===== src/rtl/instr_sequencer.sv =====
// instr_sequencer: fetches instruction words from a 1-cycle-latency synchronous
// memory and hands each one to the processor with a one-cycle run pulse. It
// then waits for proc_done before advancing the PC by jump, increment, wrap
// or halt.
// Optional feature: define INSTR_SEQUENCER_RETCNT_EN to add the ret_cnt output,
// a saturating 16-bit count of completed instructions.
// Timing: the IDLE cycle that accepts enable is followed by FETCH, then LATCH,
// and run is high in the third cycle after that IDLE cycle (the ISSUE cycle).
module instr_sequencer #(
  parameter int ADDR_W    = 5,
  parameter int DATA_W    = 16,
  parameter int LAST_ADDR = 2**ADDR_W-1,
  parameter int WRAP      = 1
) (
  input  logic              clock,
  input  logic              reset,
  input  logic              enable,
  output logic [ADDR_W-1:0] mem_addr,
  input  logic [DATA_W-1:0] mem_q,
  output logic [DATA_W-1:0] instr,
  output logic              run,
  input  logic              proc_done,
  input  logic              jump_en,
  input  logic [ADDR_W-1:0] jump_addr,
  output logic [ADDR_W-1:0] pc,
  output logic              halted
`ifdef INSTR_SEQUENCER_RETCNT_EN
  ,
  output logic [15:0]       ret_cnt
`endif
);

  localparam logic [ADDR_W-1:0] LAST_PC = ADDR_W'(LAST_ADDR);

  typedef enum logic [2:0] {
    S_IDLE,
    S_FETCH,
    S_LATCH,
    S_ISSUE,
    S_WAIT,
    S_HALT
  } state_t;

  state_t              state_reg;
  logic [ADDR_W-1:0]   pc_reg;
  logic [DATA_W-1:0]   instr_reg;
  logic                run_reg;
  logic                halted_reg;

  // The current instruction retires in this cycle.
  logic                advance;
  logic [ADDR_W-1:0]   pc_next;
  logic                halt_next;

  assign advance  = ((state_reg == S_ISSUE) || (state_reg == S_WAIT)) && proc_done;
  assign mem_addr = pc_reg;
  assign pc       = pc_reg;
  assign instr    = instr_reg;
  assign run      = run_reg;
  assign halted   = halted_reg;

  // Next PC on retirement: a jump wins over both wrap and halt; an
  // out-of-range jump target simply keeps counting modulo 2**ADDR_W.
  always_comb begin
    pc_next   = pc_reg + 1'b1;
    halt_next = 1'b0;
    if (jump_en) begin
      pc_next = jump_addr;
    end else if (pc_reg == LAST_PC) begin
      if (WRAP != 0) begin
        pc_next = '0;
      end else begin
        pc_next   = pc_reg;
        halt_next = 1'b1;
      end
    end
  end

  // Sequencer FSM with registered outputs; run is set on the way into ISSUE so
  // it is high for exactly that cycle.
  always_ff @(posedge clock) begin
    if (reset) begin
      state_reg  <= S_IDLE;
      pc_reg     <= '0;
      instr_reg  <= '0;
      run_reg    <= 1'b0;
      halted_reg <= 1'b0;
    end else begin
      run_reg <= 1'b0;
      case (state_reg)
        S_IDLE: begin
          if (enable) state_reg <= S_FETCH;
        end
        S_FETCH: begin
          state_reg <= S_LATCH;
        end
        S_LATCH: begin
          instr_reg <= mem_q;
          run_reg   <= 1'b1;
          state_reg <= S_ISSUE;
        end
        S_ISSUE, S_WAIT: begin
          if (advance) begin
            pc_reg <= pc_next;
            if (halt_next) begin
              state_reg  <= S_HALT;
              halted_reg <= 1'b1;
            end else if (enable) begin
              state_reg <= S_FETCH;
            end else begin
              state_reg <= S_IDLE;
            end
          end else begin
            state_reg <= S_WAIT;
          end
        end
        S_HALT: begin
          state_reg <= S_HALT;
        end
        default: begin
          state_reg <= S_IDLE;
        end
      endcase
    end
  end

`ifdef INSTR_SEQUENCER_RETCNT_EN
  logic [15:0] ret_cnt_reg;

  assign ret_cnt = ret_cnt_reg;

  // Retired-instruction counter, sticks at all-ones instead of rolling over.
  always_ff @(posedge clock) begin
    if (reset) begin
      ret_cnt_reg <= '0;
    end else if (advance && (ret_cnt_reg != 16'hFFFF)) begin
      ret_cnt_reg <= ret_cnt_reg + 16'd1;
    end
  end
`endif

endmodule


===== config.mk =====
export PLATFORM = sky130hd
export DESIGN_NAME = instr_sequencer
export DESIGN_NICKNAME = d
export VERILOG_FILES = /design/src/rtl/instr_sequencer.sv
export SDC_FILE = /design/constraint.sdc
export NUM_CORES = 1
export LEC_CHECK = 0
export ABC_AREA = 1
export CORE_MARGIN = 2
export CORE_UTILIZATION = 43
export DETAILED_ROUTE_END_ITERATION = 12
export PLACE_DENSITY = 0.83
export SYNTH_ARGS = -nofsm -noshare
export SYNTH_HDL_FRONTEND = slang
export SYNTH_SLANG_ARGS = --single-unit

===== constraint.sdc =====
create_clock -name clock -period 3.5 [get_ports clock]
set_input_delay 0.7 -clock clock [delete_from_list [all_inputs] [get_ports clock]]
set_output_delay 0.7 -clock clock [all_outputs]
set_load 0.05 [all_outputs]

## Yosys cells after proc, flatten, opt, wreduce, memory -nomap -nowiden

Cells that the tools add are included.

| operators by class | value |
|---|---|
| add/sub/neg operators | 1 |
| equality and inequality tests | 7 |
| muxes and demuxes | 7 |
| reduce and logical (&&, ||, !) cells | 5 |

Operator list:

| operator | number |
|---|---|
| $pmux 3 s5 | 1 |
| $mux 5 | 2 |
| $eq 3x2->1 const B | 2 |
| $eq 3x3->1 const B | 2 |
| $mux 3 | 2 |
| $add 5x1->5 const B | 1 |
| $eq 5x5->1 const B | 1 |
| $eq 3x1->1 const B | 1 |
| $logic_not 3->1 | 1 |
| $mux 1 | 2 |
| $ne 2x2->1 const B | 1 |
| $reduce_and 2->1 | 1 |
| $reduce_or 2->1 | 1 |
| $logic_and 1x1->1 | 1 |
| $logic_or 1x1->1 | 1 |

| storage, ports and cells | value |
|---|---|
| register bits | 25 |
| bits of input ports | 26 |
| output and inout port bits | 28 |
| logic and storage cells | 24 |

## Logic depth before layout (Yosys ltp)

| logic depth | value |
|---|---|
| depth in word-level cells | 5 |
| depth in mapped cells | 9 |
| mapped depth without buffers | 9 |

## Worst setup path before layout

Ideal clock, no wire load.

| timing path | value |
|---|---|
| path kind | reg-to-reg |
| start | reg pc_reg[1] (netlist: mem_addr[1]) |
| end | reg pc_reg[4] (netlist: mem_addr[4]) |
| library setup time | 0.113 ns |
| arrival | 1.563 ns |
| required time | 3.387 ns |
| slack | 1.823 ns |
| cell stages (with the launch flop) | 9 |
| path buffers | 0 |
| clock period less this slack | 1.677 ns |
| cells stage by stage | dfxtp_1 > ha_1 > nand2_1 > nor2_1 > ha_1 > inv_1 > o21ai_0 > nor2_1 > nor2_1 |

| on the way | value |
|---|---|
| cells in the longest elaborated chain, start to end | 3 |
| elaborated cells on any way between the ends | 4 |
| those cells by class | add/sub: 1; eq/ne: 1; mux: 2 |

Ends and longest elaborated chain:

| item | RTL line | text |
|---|---|---|
| from (decl) | 45 | `logic [ADDR_W-1:0] pc_reg;` |
| from (signal assigned) | 104 | `pc_reg <= pc_next;` |
| $add 5x1->5 / $eq 5x5->1 (equally long branches) | 65, 69 |  |
| $mux 5 (*) | 69 | `end else if (pc_reg == LAST_PC) begin` |
| $mux 5 (*) | 67 | `if (jump_en) begin` |

Every way passes the cells marked *; elsewhere a longest branch is shown, timed or not.
A chain may end at the register's enable or synchronous reset.

## Final worst setup path

| timing path | value |
|---|---|
| start | reg pc_reg[2] (netlist: mem_addr[2]) |
| end | out pc[2] |

RTL lines:

| item | RTL line | text |
|---|---|---|
| to (decl) | 25 | `output logic [ADDR_W-1:0] pc,` |

No word-level cell between the ends.

==> reports/metrics.yaml <==
slew_headroom: 0.647
worstMarginPinSlew_ns: 0.529
holdWs_ns: 0.495
vias: 1133
synth_seq_area_share: 0.445
synth_warnings: 0
grt_usage: 0.184
synth_top_cell_area_share: 0.445
clock_path_buffers: 2
crit_path_end_kind: "output port"
place.gp.congestion: 0.729
tns_ns: 0
drc: 0
cts_buffers: 3
io_pins: 54
crit_type: "register to output port"
synthesis.nets: 185
ys_types: 20
synth-seq-cells: 25
min_period_over_period: 0.654
cts-root-buf: "clkbuf_4"
worstPathArrival_ns: 1.59
synth_cells: 157
worstReg2RegStart: "mem_addr[0]$_SDFFE_PP0P_"
dp_cells: 229
fin_crit_ns: 2.29
die_area_um2: 3040
cts_hold_buf: 0
min_from: "instr[15]$_SDFFE_PP0P_"
routed_wl_um: 2530
drive_above_1_share: 0.0542
grt_pass1_vias: 978
routedWlPerCell_um: 10.8
die_width_um: 55.1
status: "finished, final reports clean"
post_cts_buffers: 0
io_buffers: 52
firstDrtPassIters: 5
cts_resized: 0
mostFrequentLayoutCells: "52 x clkdlybuf4s50_1, 51 x nor2_1, 25 x nand2_1, 25 x dfxtp_1, 19 x o21ai_0"
hold_path_class: "register to register"
drv_slew: 0
crit_slowest_cell: "clkdlybuf4s50_1"
grt_pass1_wl_um: 3940
synthTopCellsByArea: "dfxtp_1 44%, nor2_1 17%, o21ai_0 8.5%"
grt_max_degree: 22
slowest_delay_ns: 0.83
fin_nets: 232
skew_ns: 0.0103
rsz0062_at_grt: "false"
dieHeight_um: 55.1
hpwl_um: 1950
crit_chain: "clkdlybuf4s50_1"
ir_drop_mv: 0.390
setup-violations-final: 0
htreeDepth: 1
largest_register_ffs: 16
cts_tree: "built"
clk_latency_ns: 0.32
leakage_nw: 0.673
clock_sinks: 25
drt_first_iter_violations: 9
syn-mean-instance-area_um2: 7.16
drv_cap: 0
core_area_um2: 2480
layout_commonest_cell: "clkdlybuf4s50_1"
grt_antenna_before_repair: 0
critPathMaxFanout: 6
hold_viol_final: 0
synth_top_cell_by_area: "dfxtp_1"
timing.fmax_mhz: 437
final_cells: 233
critical_path.top_delay_family: "buffers and inverters"
crit_start: "mem_addr[2]$_SDFFE_PP0P_"
worst_ep_required_time_ns: 2.80
path_clk_slew_ns: 0.13
start_util: 0.454
num_rows: 18
crit_path_start_kind: "register"
diodes: 0
p_per_area_nw_per_um2: 444
final_antenna_net_count: 0
grt_overflow: 0
reg2reg_slack_ns: 1.96
path_buf_inv: 1
viasPerCell: 4.86
area_delta_synth_final_pct: 45.0
syn_area_um2: 1120
[report_power, final]
group / total (mW) / switching, mW / leakage, nW / internal [mW]
registers: 0.334 / 0.0198 / 0.204 / 0.314
clock network: 0.127 / 0.0839 / 0.0177 / 0.0428
logic: 0.264 / 0.168 / 0.451 / 0.0966
total: 0.725 / 0.272 / 0.673 / 0.453
[cells by family (layout without fill, tap and decap cells)]
logic type / Yosys count / after routing / synth area share
other: 1 / 1 / 0.00333
and+or+nand+nor: 86 / 86 / 0.318
adders and majority gates: 2 / 2 / 0.0222
AOI/OAI and AO/OA: 23 / 23 / 0.106
DFF: 25 / 25 / 0.445
buffers and inverters: 20 / 66 / 0.106
[final timing paths]
check	cells after the start	end
worst max-delay path	1	pc[2]
worst min-delay path	2	instr[15]$_SDFFE_PP0P_
worst max register to register	9	mem_addr[2]$_SDFFE_PP0P_
worst min register to register	2	instr[15]$_SDFFE_PP0P_
[cell usage after synthesis]
cell type   n
nor2_1     51
dfxtp_1    25
nand2_1    25
o21ai_0    19
inv_1       9
buf_4       7
a21oi_1     3
nand2_2     3
buf_6       2
ha_1        2
nand4_1     2
clkbuf_1    1
conb_1      1
inv_4       1
nand3_1     1
nand3_4     1
nand3b_1    1
nor2_2      1
nor3_1      1
o21ai_2     1
[worst min-delay path, delay by kind of cell, from the launching register on]
kind | cells | cell delay, ns
flops | 1 | 0.33
simple gates | 2 | 0.14
[metrics by stage]
stage / instance area [µm²] / utilization / power (mW) / setup slack, ns
6_report: 1630 / 0.659 / 0.725 / 1.21
5_1_grt: 1630 / 0.659 / 0.766 / 1.13
4_1_cts: 1630 / 0.659 / 0.732 / 1.20
3_5_place_dp: 1600 / 0.647 / 0.606 / 1.46
3_3_place_gp: 1600 / 0.647 / 0.598 / 1.56
2_1_floorplan: 1120 / - / 0.516 / 1.82
[per-layer routing]
layer,global-route usage,vias up,share of wire
met5,0,-,0
li1,-,578,-
met2,0.300,46,0.46
met3,0.0726,3,0.10
met4,0.0854,0,0.011
met1,0.210,506,0.43
[layout make-up]
cell class                 count  area [µm²]
fill                         241         846
inverter                      10        40.0
clock inverter                 1        5.00
sequential                    25         500
multi-input combinational    112         505
tap                           30        37.5
timing repair buffer          52         520
clock buffer                   3        22.5
Power figures use the tool's default switching activity.
